`src/rtl/mp_add_seq_ctrl.sv`:
```
// Sequential multi-precision add/subtract controller time-sharing one 16-bit CLA.
// Define MP_ADD_SEQ_OVF_EN to add the registered signed-overflow output ovf.

module cla_16bits (
  input  logic [15:0] a,
  input  logic [15:0] b,
  input  logic        cin,
  output logic [15:0] s,
  output logic        gm,
  output logic        pm
);

  logic [15:0] g;
  logic [15:0] p;
  logic [3:0]  bg;
  logic [3:0]  bp;
  logic        bcar;
  logic        car;

  // Carries look ahead across 4-bit groups and ripple only inside a group.
  always_comb begin
    g    = a & b;
    p    = a ^ b;
    s    = '0;
    bcar = cin;
    car  = cin;
    for (int k = 0; k < 4; k++) begin
      bg[k] = g[4*k+3] | (p[4*k+3] & g[4*k+2]) | (p[4*k+3] & p[4*k+2] & g[4*k+1]) |
              (p[4*k+3] & p[4*k+2] & p[4*k+1] & g[4*k]);
      bp[k] = &p[4*k +: 4];
    end
    for (int k = 0; k < 4; k++) begin
      car = bcar;
      for (int j = 0; j < 4; j++) begin
        s[4*k+j] = p[4*k+j] ^ car;
        car      = g[4*k+j] | (p[4*k+j] & car);
      end
      bcar = bg[k] | (bp[k] & bcar);
    end
    gm = bg[3] | (bp[3] & bg[2]) | (bp[3] & bp[2] & bg[1]) | (bp[3] & bp[2] & bp[1] & bg[0]);
    pm = &bp;
  end

endmodule

module mp_add_seq_ctrl #(
  parameter int WIDTH = 64
) (
  input  logic             clk,
  input  logic             rst_n,
  input  logic             in_valid,
  output logic             in_ready,
  input  logic             op_sub,
  input  logic [WIDTH-1:0] a,
  input  logic [WIDTH-1:0] b,
  input  logic             cin,
  output logic             out_valid,
  input  logic             out_ready,
  output logic [WIDTH-1:0] sum,
  output logic             cout
`ifdef MP_ADD_SEQ_OVF_EN
  ,
  output logic             ovf
`endif
);

  localparam int CHUNKS = WIDTH / 16;
  localparam int CW     = (CHUNKS > 1) ? $clog2(CHUNKS) : 1;

  generate
    if ((WIDTH < 16) || ((WIDTH % 16) != 0)) begin : g_bad_width
      $error("mp_add_seq_ctrl: WIDTH must be a positive multiple of 16");
    end
  endgenerate

  typedef enum logic [1:0] {IDLE, RUN, DONE} state_t;

  state_t          state;
  state_t          state_nxt;
  logic [CW-1:0]   cnt;
  logic            carry;
  logic            cout_q;
  logic [15:0]     a_q [CHUNKS];
  logic [15:0]     b_q [CHUNKS];
  logic [15:0]     s_q [CHUNKS];
  logic [15:0]     chunk_s;
  logic            chunk_gm;
  logic            chunk_pm;
  logic            chunk_co;
  logic            last;

  assign last     = (cnt == CW'(CHUNKS - 1));
  assign chunk_co = chunk_gm | (chunk_pm & carry);

  cla_16bits u_cla (
    .a   (a_q[cnt]),
    .b   (b_q[cnt]),
    .cin (carry),
    .s   (chunk_s),
    .gm  (chunk_gm),
    .pm  (chunk_pm)
  );

  always_ff @(posedge clk or negedge rst_n) begin
    if (!rst_n) state <= IDLE;
    else        state <= state_nxt;
  end

  always_comb begin
    state_nxt = state;
    in_ready  = 1'b0;
    out_valid = 1'b0;
    case (state)
      IDLE: begin
        in_ready = 1'b1;
        if (in_valid) state_nxt = RUN;
      end
      RUN: begin
        if (last) state_nxt = DONE;
      end
      DONE: begin
        out_valid = 1'b1;
        if (out_ready) state_nxt = IDLE;
      end
      default: state_nxt = IDLE;
    endcase
  end

`ifdef MP_ADD_SEQ_OVF_EN
  logic ovf_q;
  assign ovf = ovf_q;
`endif

  // Subtract is folded in at capture time: B is stored inverted and the carry seeded with 1.
  always_ff @(posedge clk or negedge rst_n) begin
    if (!rst_n) begin
      cnt    <= '0;
      carry  <= 1'b0;
      cout_q <= 1'b0;
      for (int i = 0; i < CHUNKS; i++) begin
        a_q[i] <= '0;
        b_q[i] <= '0;
        s_q[i] <= '0;
      end
`ifdef MP_ADD_SEQ_OVF_EN
      ovf_q  <= 1'b0;
`endif
    end else begin
      case (state)
        IDLE: begin
          if (in_valid) begin
            for (int i = 0; i < CHUNKS; i++) begin
              a_q[i] <= a[16*i +: 16];
              b_q[i] <= op_sub ? ~b[16*i +: 16] : b[16*i +: 16];
            end
            carry <= op_sub | cin;
            cnt   <= '0;
          end
        end
        RUN: begin
          s_q[cnt] <= chunk_s;
          carry    <= chunk_co;
          if (last) begin
            cnt    <= '0;
            cout_q <= chunk_co;
`ifdef MP_ADD_SEQ_OVF_EN
            ovf_q  <= a_q[CHUNKS-1][15] ^ b_q[CHUNKS-1][15] ^ chunk_s[15] ^ chunk_co;
`endif
          end else begin
            cnt <= cnt + 1'b1;
          end
        end
        default: ;
      endcase
    end
  end

  generate
    for (genvar gi = 0; gi < CHUNKS; gi++) begin : g_pack
      assign sum[16*gi +: 16] = s_q[gi];
    end
  endgenerate

  assign cout = cout_q;

endmodule

```
`config.mk`:
```
export PLATFORM = sky130hd
export DESIGN_NAME = mp_add_seq_ctrl
export DESIGN_NICKNAME = d
export VERILOG_FILES = /design/src/rtl/mp_add_seq_ctrl.sv
export SDC_FILE = /design/constraint.sdc
export NUM_CORES = 1
export LEC_CHECK = 0
export ABC_CLOCK_PERIOD_IN_PS = 12000
export CAP_MARGIN = 30
export CORE_ASPECT_RATIO = 1.75
export CORE_MARGIN = 4
export CORE_UTILIZATION = 40
export DETAILED_ROUTE_END_ITERATION = 7
export GPL_TIMING_DRIVEN = 0
export PLACE_DENSITY = 0.65
export SLEW_MARGIN = 20
export SYNTH_ARGS = -nofsm -noshare
export SYNTH_HDL_FRONTEND = slang
export SYNTH_SLANG_ARGS = --single-unit
```
`constraint.sdc`:
```
create_clock -name clk -period 12 [get_ports clk]
set_input_delay 1.8 -clock clk [delete_from_list [all_inputs] [get_ports clk]]
set_output_delay 1.8 -clock clk [all_outputs]
set_load 0.01 [all_outputs]
```
==> flow_metrics.py, run 1 <==
metrics = {
    "yosys": {
        "syn_area_per_cell_um2": 11.2,
        "yosysSeqAreaShare_pct": 52.1,
        "ys_types": 31,
        "synthCells": 847,
        "syn-cell-area_um2": 9510,
        "ys_ff_latch": 198,
        "synth_warnings": 0,
        "syn-num-nets": 1013,
    },
    "worst_hold_path": {
        "hold_path.class": "reg -> reg",
        "whs_path_depth": 2,
        "min_from": "a_q[30]$_DFFE_PN0P_",
        "min_to": "a_q[30]$_DFFE_PN0P_",
    },
    "clock_network": {
        "cts_max_path_buffers": 2,
        "cts.clk_slew.worst_paths_ps": 80,
        "htreeDepth": 4,
        "cts_sinks": 198,
        "cts.hold.buffers_added": 0,
        "cts_resized": 0,
        "clockRootBuffer": "clkbuf_16",
        "clk_latency_ps": 450,
        "cts_setup_buffers": 0,
        "cts_buffers": 17,
        "cts_tree": "yes",
    },
    "placement": {
        "post-dp-hpwl_um": 21200,
        "numPortBuffers": 200,
        "gp_congestion": 0.902,
    },
    "floorplanning": {
        "die_y_um": 212,
        "core_um2": 23400,
        "die-area_um2": 26400,
        "initial_core_util_pct": 40.6,
        "die_w_um": 125,
        "io_pins": 201,
        "num_rows": 74,
    },
    "timing": {
        "fin_crit_ps": 4920,
        "fin_tns_setup_ps": 0,
        "timing.final.max_slew_violations": 0,
        "max_slew_margin_pct": 51.0,
        "hold_viol_final": 0,
        "fin_crit_sh_pct": 41.0,
        "clock.fmax_mhz": 203,
        "finalSetupViolCount": 0,
        "skew_ps": 14.6,
        "worst_pin_slew_ps": 729,
        "rsz0062_at_grt": "false",
    },
    "critical_path": {
        "r2r_setup_slack_ps": 7080,
        "setup.worst_path.start_class": "register",
        "required_ps": 12310,
        "crit_arrival_ps": 5230,
        "critPathKind": "reg -> reg",
        "slowest_stage": "mux4_2",
        "cp-end-kind": "register",
        "rr_worst_depth": 13,
        "cpMostUsedCell": "fa_1",
        "cp_num_buf_inv": 2,
        "cp_slowest_stage_delay_ps": 610,
        "r2r-start": "cnt[0]$_DFFE_PN0P_",
        "path_cells": "buf_4 > buf_2 > mux4_2 > ha_1 > a21oi_1 > nor2b_1 > nor3_1 > o21ai_0 > fa_1 > fa_1 > fa_1 > xnor2_1 > o21ai_0",
        "critPathTopFamily": "adder cells",
        "crit_fanout": 10,
        "crit-reg2reg-capture": "sum[43]$_DFFE_PN0P_",
    },
    "drt": {
        "first_pass_iters": 4,
        "avgViaCountPerCell": 4.90,
        "drc": 0,
        "wl_um": 26200,
        "vias": 6786,
        "ant_nets": 0,
        "routedWlPerCell_um": 18.9,
        "drt_iter0_markers": 272,
    },
    "job": {
        "maxCapViolations": 0,
    },
    "global_route": {
        "gr-total-overflow": 0,
        "grt_pass1_vias": 7315,
        "grt_antenna_before_repair": 0,
        "met3_usage_pct": 3.05,
        "use_met2_pct": 39.1,
        "grt_pass1_wl_um": 40700,
        "busiest_layer": "met2",
        "grt_max_degree": 75,
        "track_usage_pct": 20.2,
        "grt.met1_usage_pct": 21.4,
    },
    "cells_and_area": {
        "area_growth_syn_to_layout_pct": 32.3,
        "final_cell_mix": "nand2_1, clkdlybuf4s50_1, dfrtp_1",
        "n_antenna_cell": 0,
        "drive_gt1_share_pct": 14.6,
        "layout_commonest_cell": "nand2_1",
        "nNetsFinal": 1234,
    },
    "power_and_ir_drop": {
        "power_leakage_nw": 5.77,
        "vdd_drop_max_uv": 121,
        "power_density_nw_per_um2": 308,
        "finalPower_mw": 3.87,
    },
    "status": {
        "status": "completed",
    },
}
==> flip-flops by register name, indices dropped and copies added, names as in the netlist <==
name,cells
carry,1
cout,1
sum,64
state,2
a_q,64
b_q,64
cnt,2
==> stage by stage <==
step | std cells | util (%) | instance area, um2 | hold WS, ps | setup slack [ps]
finish | 1385 | 53.7 | 12600 | 474 | 7080
detailed placement | 1353 | 51.0 | 12000 | 462 | 6920
global placement | 1351 | 50.8 | 11900 | 454 | 925
global route | 1385 | 53.7 | 12600 | 496 | 6790
floorplan | 847 | - | 9510 | 440 | 7980
CTS | 1385 | 53.7 | 12600 | 479 | 6910
==> kinds of logic after synthesis <==
| group | after synthesis | share of synthesized area, % |
|---|---|---|
| DFF | 198 | 52.1 |
| muxes | 76 | 14.3 |
| xor gates and xnor gates | 68 | 6.26 |
| and+or+nand+nor | 307 | 12.6 |
| adders and majority gates | 32 | 5.16 |
| AOI/OAI and AO/OA | 106 | 5.82 |
| buffers and inverters | 60 | 3.76 |
==> area by class of cell <==
class / count / area, um2
Multi-Input combinational cell: 589 / 4200
Clock buffer: 17 / 425
Fill cell: 2085 / 10800
Sequential cell: 198 / 4950
Clock inverter: 15 / 203
Buffer: 52 / 328
Tap cell: 304 / 380
Timing Repair Buffer: 202 / 2060
Inverter: 8 / 30.0
==> worst register-to-register path: cells and delay by family, from the launching register on <==
| family | cells | cell delay (ps) |
|---|---|---|
| adder cells (fa/ha/maj) | 4 | 1750 |
| multiplexers | 1 | 610 |
| buffers and inverters | 2 | 570 |
| AO/OA/AOI/OAI | 3 | 590 |
| XOR/XNOR | 1 | 500 |
| AND/OR/NAND/NOR | 2 | 390 |
| flip-flops | 1 | 390 |
==> worst max path at each step <==
stage                        from             endpoint  slack, ps  cells past startpoint
2_1_floorplan  cnt[0]$_DFFE_PN0P_  sum[10]$_DFFE_PN0P_       7980                     12
4_1_cts        cnt[0]$_DFFE_PN0P_  sum[43]$_DFFE_PN0P_       6910                     13
3_3_place_gp                rst_n  sum[24]$_DFFE_PN0P_        930                      1
6_report       cnt[0]$_DFFE_PN0P_  sum[43]$_DFFE_PN0P_       7080                     13
5_1_grt        cnt[0]$_DFFE_PN0P_  sum[59]$_DFFE_PN0P_       6790                     13
3_5_place_dp   cnt[0]$_DFFE_PN0P_  sum[59]$_DFFE_PN0P_       6920                     13
==> per-layer routing <==
metal	share of wire [%]	up-vias	routed length, um
met3	3.3	41	870
met1	37	3331	9570
met4	3.4	0	903
met5	0	-	0
li1	-	3237	-
met2	57	177	14900
==> synth_stat cells <==
cell type / n / area share (%)
buf_2: 25 / 1.3
nor3_1: 1 / 0.053
and2_1: 1 / 0.066
o21ai_0: 91 / 4.8
nand2_1: 282 / 11
nand2_4: 1 / 0.12
buf_4: 5 / 0.39
mux2_2: 6 / 0.71
dfrtp_1: 198 / 52
nand3_1: 3 / 0.16
nand2b_1: 2 / 0.13
fa_1: 12 / 2.5
nand3b_1: 1 / 0.079
clkbuf_1: 11 / 0.43
o31ai_1: 3 / 0.24
nor2b_1: 3 / 0.20
mux4_2: 32 / 7.6
a22o_1: 1 / 0.092
a21oi_1: 8 / 0.42
nor2_1: 7 / 0.28
or2_2: 1 / 0.066
nand2_2: 3 / 0.20
buf_6: 11 / 1.3
nand4_1: 2 / 0.13
o21a_1: 1 / 0.079
ha_1: 20 / 2.6
inv_1: 8 / 0.32
xnor2_1: 68 / 6.3
mux2_4: 38 / 6.0
a41o_1: 1 / 0.11
a31o_2: 1 / 0.092
==> where the power goes <==
part / total (mW) / internal [mW] / switching [mW]
clock: 0.613 / 0.321 / 0.292
combinational: 2.07 / 1.03 / 1.05
sequential: 1.18 / 1.00 / 0.183
No activity file was read; power rests on OpenSTA's default activity.
==> inputs of run 2 (changes only) <==
ABC_CLOCK_PERIOD_IN_PS = 4400   (was 12000)
PLACE_DENSITY = 0.68   (was 0.65)
clock period = 4.4 ns   (was 12 ns; I/O delays follow)
==> flow_metrics.py, run 2 (same netlist as run 1, synthesis figures left out) <==
metrics = {
    "floorplanning": {
        "die_y_um": 212,
        "core_um2": 23400,
        "num_rows": 74,
        "io_pins": 201,
        "die-area_um2": 26400,
        "initial_core_util_pct": 40.6,
        "die_w_um": 125,
    },
    "drt": {
        "drc": 0,
        "first_pass_iters": 4,
        "ant_nets": 0,
        "vias": 6805,
        "drt_iter0_markers": 353,
        "avgViaCountPerCell": 4.92,
        "wl_um": 26100,
        "routedWlPerCell_um": 18.9,
    },
    "timing": {
        "fin_crit_sh_pct": 96.7,
        "finalSetupViolCount": 0,
        "clock.fmax_mhz": 235,
        "fin_crit_ps": 4250,
        "timing.final.max_slew_violations": 0,
        "skew_ps": 15.0,
        "layout_setup_ws_ps": 147,
        "rsz0062_at_grt": "true",
        "hold_viol_final": 0,
        "worst_pin_slew_ps": 539,
        "max_slew_margin_pct": 64.1,
    },
    "global_route": {
        "grt_antenna_before_repair": 0,
        "gr-total-overflow": 0,
        "grt_pass1_wl_um": 40300,
        "grt_pass1_vias": 7265,
        "track_usage_pct": 19.9,
        "grt_max_degree": 89,
    },
    "power_and_ir_drop": {
        "p_sw_share_pct": 39.1,
        "power_leakage_nw": 5.77,
        "finalPower_mw": 10.8,
        "p_seq_share_pct": 30.0,
        "internal_power_mw": 6.55,
        "vdd_drop_max_uv": 402,
        "pwr-share-clk_pct": 14.5,
        "power_frac_comb_pct": 55.5,
        "p_sw_mw": 4.20,
        "power_density_nw_per_um2": 853,
    },
    "clock_network": {
        "clk_latency_ps": 440,
        "cts_tree": "yes",
        "cts.clk_slew.worst_paths_ps": 70,
        "cts_sinks": 198,
        "cts_max_path_buffers": 2,
        "htreeDepth": 4,
        "cts.hold.buffers_added": 0,
        "cts_setup_buffers": 0,
        "clockRootBuffer": "clkbuf_16",
        "cts_buffers": 17,
    },
    "critical_path": {
        "cp_slowest_stage_delay_ps": 570,
        "cpMostUsedCell": "fa_1",
        "crit_arrival_ps": 4570,
        "critPathKind": "reg -> reg",
        "cp-end-kind": "register",
        "slowest_stage": "mux4_2",
        "crit_fanout": 10,
        "setup.worst_path.start_class": "register",
        "required_ps": 4710,
        "path_cells": "buf_6 > buf_8 > mux4_2 > ha_1 > a21oi_1 > nor2b_1 > nor3_2 > o21ai_1 > fa_1 > fa_1 > fa_2 > xnor2_4 > o21ai_0",
    },
    "cells_and_area": {
        "final_cell_mix": "nand2_1, clkdlybuf4s50_1, dfrtp_1",
        "nNetsFinal": 1234,
        "drive_gt1_share_pct": 14.9,
        "multiInputGateArea_um2": 4250,
        "n_antenna_cell": 0,
        "layout_commonest_cell": "nand2_1",
        "postLayoutCellArea_um2": 12600,
        "fill_cells": 2056,
        "seqCellArea_um2": 4950,
        "area_growth_syn_to_layout_pct": 32.5,
        "stdcell_count": 1383,
        "fin_util_pct": 53.8,
    },
    "placement": {
        "place_ws_ps": -737,
        "dp_cells": 1353,
        "post-dp-hpwl_um": 21300,
        "gp_congestion": 0.851,
        "dpl_cell_area_um2": 12000,
        "numPortBuffers": 200,
    },
    "status": {
        "status": "completed",
    },
    "worst_hold_path": {
        "hold_path.class": "in -> async",
    },
    "job": {
        "maxCapViolations": 0,
    },
}
==> run 2: final timing paths <==
kind,depth (start not counted),from,end,slack (ps)
min in group clk,2,a_q[20]$_DFFE_PN0P_,a_q[20]$_DFFE_PN0P_,470
hold reg to reg,2,a_q[20]$_DFFE_PN0P_,a_q[20]$_DFFE_PN0P_,470
setup / recovery,13,cnt[0]$_DFFE_PN0P_,sum[43]$_DFFE_PN0P_,150
setup reg to reg,13,cnt[0]$_DFFE_PN0P_,sum[43]$_DFFE_PN0P_,150
hold / removal,1,rst_n,a_q[19]$_DFFE_PN0P_,110
max in group asynchronous,2,rst_n,b_q[55]$_DFFE_PN0P_,3540
==> run 2: metrics by stage <==
stage	hold WS, ps	TNS [ps]
2_1_floorplan	364	0
3_3_place_gp	453	-1078920
3_5_place_dp	457	-7450
4_1_cts	112	0
5_1_grt	129	-4.33
6_report	108	0
==> run 2: routing by layer <==
layer,global-route usage (%),share of wire [%]
met2,38.9,57
met5,0,0
met3,2.60,2.8
met4,7.15,2.2
met1,21.9,38
==> run 2: worst max-delay path: cells and delay by family (launching register included) <==
kind                       cells  cell delay [ps]
DFF                            1              410
buffers and inverters          2              370
muxes                          1              570
AOI/OAI and AO/OA              3              470
adders and majority gates      4             1730
and+or+nand+nor                2              310
xor gates and xnor gates       1              250
==> run 2: power groups by stage <==
stage | clock [mW] | combinational, mW | sequential, mW
after floorplan | 0 | 3.61 | 3.24
after global placement | 0 | 5.64 | 3.22
after detailed placement | 0 | 5.82 | 3.26
after CTS | 1.59 | 6.02 | 3.23
after global routing | 1.66 | 6.50 | 3.33
final | 1.56 | 5.96 | 3.23
==> run 2: final cells by class <==
cell class | instances | share of cell area (%)
buffer | 52 | 2.80
clock buffer | 18 | 3.41
clock inverter | 12 | 1.14
inverter | 8 | 0.238
multi-input combinational | 589 | 33.7
sequential | 198 | 39.3
tap | 304 | 3.02
timing repair buffer | 202 | 16.4
==> run 2: timing repair <==
action | CTS | global route
pin swaps | 2 | 2
endpoints found under the setup margin | 24 | 20
hold endpoints to repair | 0 | 0
cloned | 0 | 0
gates resized for setup | 11 | 5
==> inputs of run 3 (changes only) <==
SKIP_LAST_GASP = 1   (was not set)
TNS_END_PERCENT = 5   (was not set)
==> flow_metrics.py, run 3 (same netlist as run 1, synthesis figures left out) <==
metrics = {
    "clock_network": {
        "cts.hold.buffers_added": 0,
        "htreeDepth": 4,
        "cts_tree": "yes",
        "clk_latency_ps": 440,
        "cts_sinks": 198,
        "cts_max_path_buffers": 2,
        "cts.clk_slew.worst_paths_ps": 70,
        "clockRootBuffer": "clkbuf_16",
        "cts_buffers": 17,
    },
    "power_and_ir_drop": {
        "p_sw_mw": 4.20,
        "p_seq_share_pct": 30.0,
        "p_sw_share_pct": 39.1,
        "power_frac_comb_pct": 55.4,
        "internal_power_mw": 6.55,
        "power_leakage_nw": 5.77,
        "pwr-share-clk_pct": 14.5,
        "vdd_drop_max_uv": 402,
        "power_density_nw_per_um2": 853,
    },
    "floorplanning": {
        "io_pins": 201,
        "core_um2": 23400,
        "die_y_um": 212,
        "die_w_um": 125,
        "die-area_um2": 26400,
        "num_rows": 74,
        "initial_core_util_pct": 40.6,
    },
    "global_route": {
        "grt_pass1_wl_um": 40300,
        "grt_pass1_vias": 7265,
        "grt_antenna_before_repair": 0,
        "track_usage_pct": 19.9,
        "grt_max_degree": 89,
        "gr-total-overflow": 0,
    },
    "cells_and_area": {
        "area_growth_syn_to_layout_pct": 32.5,
        "layout_commonest_cell": "nand2_1",
        "stdcell_count": 1383,
        "seqCellArea_um2": 4950,
        "fill_cells": 2056,
        "n_antenna_cell": 0,
        "final_cell_mix": "nand2_1, clkdlybuf4s50_1, dfrtp_1",
        "nNetsFinal": 1234,
        "multiInputGateArea_um2": 4250,
        "drive_gt1_share_pct": 14.9,
    },
    "drt": {
        "drt_iter0_markers": 353,
        "drc": 0,
        "avgViaCountPerCell": 4.92,
        "vias": 6805,
        "ant_nets": 0,
        "first_pass_iters": 4,
        "routedWlPerCell_um": 18.9,
        "wl_um": 26100,
    },
    "critical_path": {
        "crit-reg2reg-capture": "sum[43]$_DFFE_PN0P_",
        "r2r-start": "cnt[1]$_DFFE_PN0P_",
        "required_ps": 4710,
        "critPathKind": "reg -> reg",
        "crit_fanout": 10,
        "r2r_setup_slack_ps": 140,
        "rr_worst_depth": 13,
        "setup.worst_path.start_class": "register",
        "crit_arrival_ps": 4580,
        "cp-end-kind": "register",
    },
    "timing": {
        "worst_pin_slew_ps": 539,
        "fin_tns_setup_ps": 0,
        "fin_crit_sh_pct": 96.9,
        "hold_viol_final": 0,
        "fin_crit_ps": 4260,
        "finalSetupViolCount": 0,
        "max_slew_margin_pct": 64.1,
        "timing.final.max_slew_violations": 0,
        "skew_ps": 15.0,
        "rsz0062_at_grt": "true",
        "clock.fmax_mhz": 235,
    },
    "status": {
        "status": "completed",
    },
    "placement": {
        "gp_congestion": 0.851,
        "dp_cells": 1353,
        "numPortBuffers": 200,
        "post-dp-hpwl_um": 21300,
    },
    "worst_hold_path": {
        "hold_path.class": "in -> async",
    },
    "job": {
        "maxCapViolations": 0,
    },
}
-- run 3: cell types whose count changed in the layout (fill, tap and decap cells not counted) --
cell,previous run,this run
buf_2,23,24
clkbuf_4,1,0
-- run 3: worst max path at each step --
stage,slack [ps],endpoint,cells past startpoint,start
2_1_floorplan,380,sum[58]$_DFFE_PN0P_,12,cnt[0]$_DFFE_PN0P_
3_3_place_gp,-5440,sum[8]$_DFFE_PN0P_,1,rst_n
3_5_place_dp,-740,sum[59]$_DFFE_PN0P_,13,cnt[0]$_DFFE_PN0P_
4_1_cts,-30,sum[43]$_DFFE_PN0P_,13,cnt[0]$_DFFE_PN0P_
5_1_grt,-10,sum[27]$_DFFE_PN0P_,13,cnt[1]$_DFFE_PN0P_
6_report,140,sum[43]$_DFFE_PN0P_,13,cnt[1]$_DFFE_PN0P_
-- run 3: final cells by class --
type | count | area share (%)
multi-input combinational | 589 | 33.7
timing repair buffer | 202 | 16.4
inverter | 8 | 0.238
sequential | 198 | 39.3
tap | 304 | 3.02
buffer | 52 | 2.78
clock buffer | 18 | 3.41
clock inverter | 12 | 1.14
-- run 3: layer usage --
metal  GRT usage, %  share of wire [%]  vias up
li1               -                  -     3245
met1           21.9                 38     3375
met2           38.9                 57      162
met3           2.60                2.8       23
met4           7.15                2.2        0
met5              0                  0        -
-- run 3: power groups by stage --
stage / Combinational (mW) / Sequential (mW) / Clock, mW
after floorplan: 3.61 / 3.24 / 0
after global routing: 6.50 / 3.33 / 1.66
final: 5.96 / 3.23 / 1.56
after CTS: 6.02 / 3.23 / 1.59
after detailed placement: 5.82 / 3.26 / 0
after global placement: 5.64 / 3.22 / 0
-- run 3: repair_timing --
| action | CTS | global route |
|---|---|---|
| resized for setup | 10 | 5 |
| gates cloned | 0 | 0 |
| setup buffers | 0 | 0 |
| endpoints found under the hold margin | 0 | 0 |
| endpoints found under the setup margin | 24 | 21 |
| pin swaps | 2 | 2 |
-- run 3: stage by stage --
stage | setup slack (ps) | utilization, % | power [mW] | hold slack [ps] | instance area, um2
after floorplan | 384 | - | 6.85 | 364 | 9510
after global placement | -5440 | 50.8 | 8.86 | 453 | 11900
after detailed placement | -737 | 51.0 | 9.08 | 457 | 12000
after CTS | -30.7 | 53.7 | 10.8 | 112 | 12600
after global routing | -9.67 | 53.8 | 11.5 | 129 | 12600
final | 137 | 53.8 | 10.8 | 108 | 12600
-- run 3: critical path, stage by stage, from the launching register on --
cell and delay [ps]:
dfrtp_1 380, buf_2 220, buf_2 340, mux4_2 410, ha_1 330, a21oi_1 160, nor2b_1 80, nor3_2 230
o21ai_1 180, fa_1 480, fa_1 470, fa_2 450, xnor2_4 250, o21ai_0 130
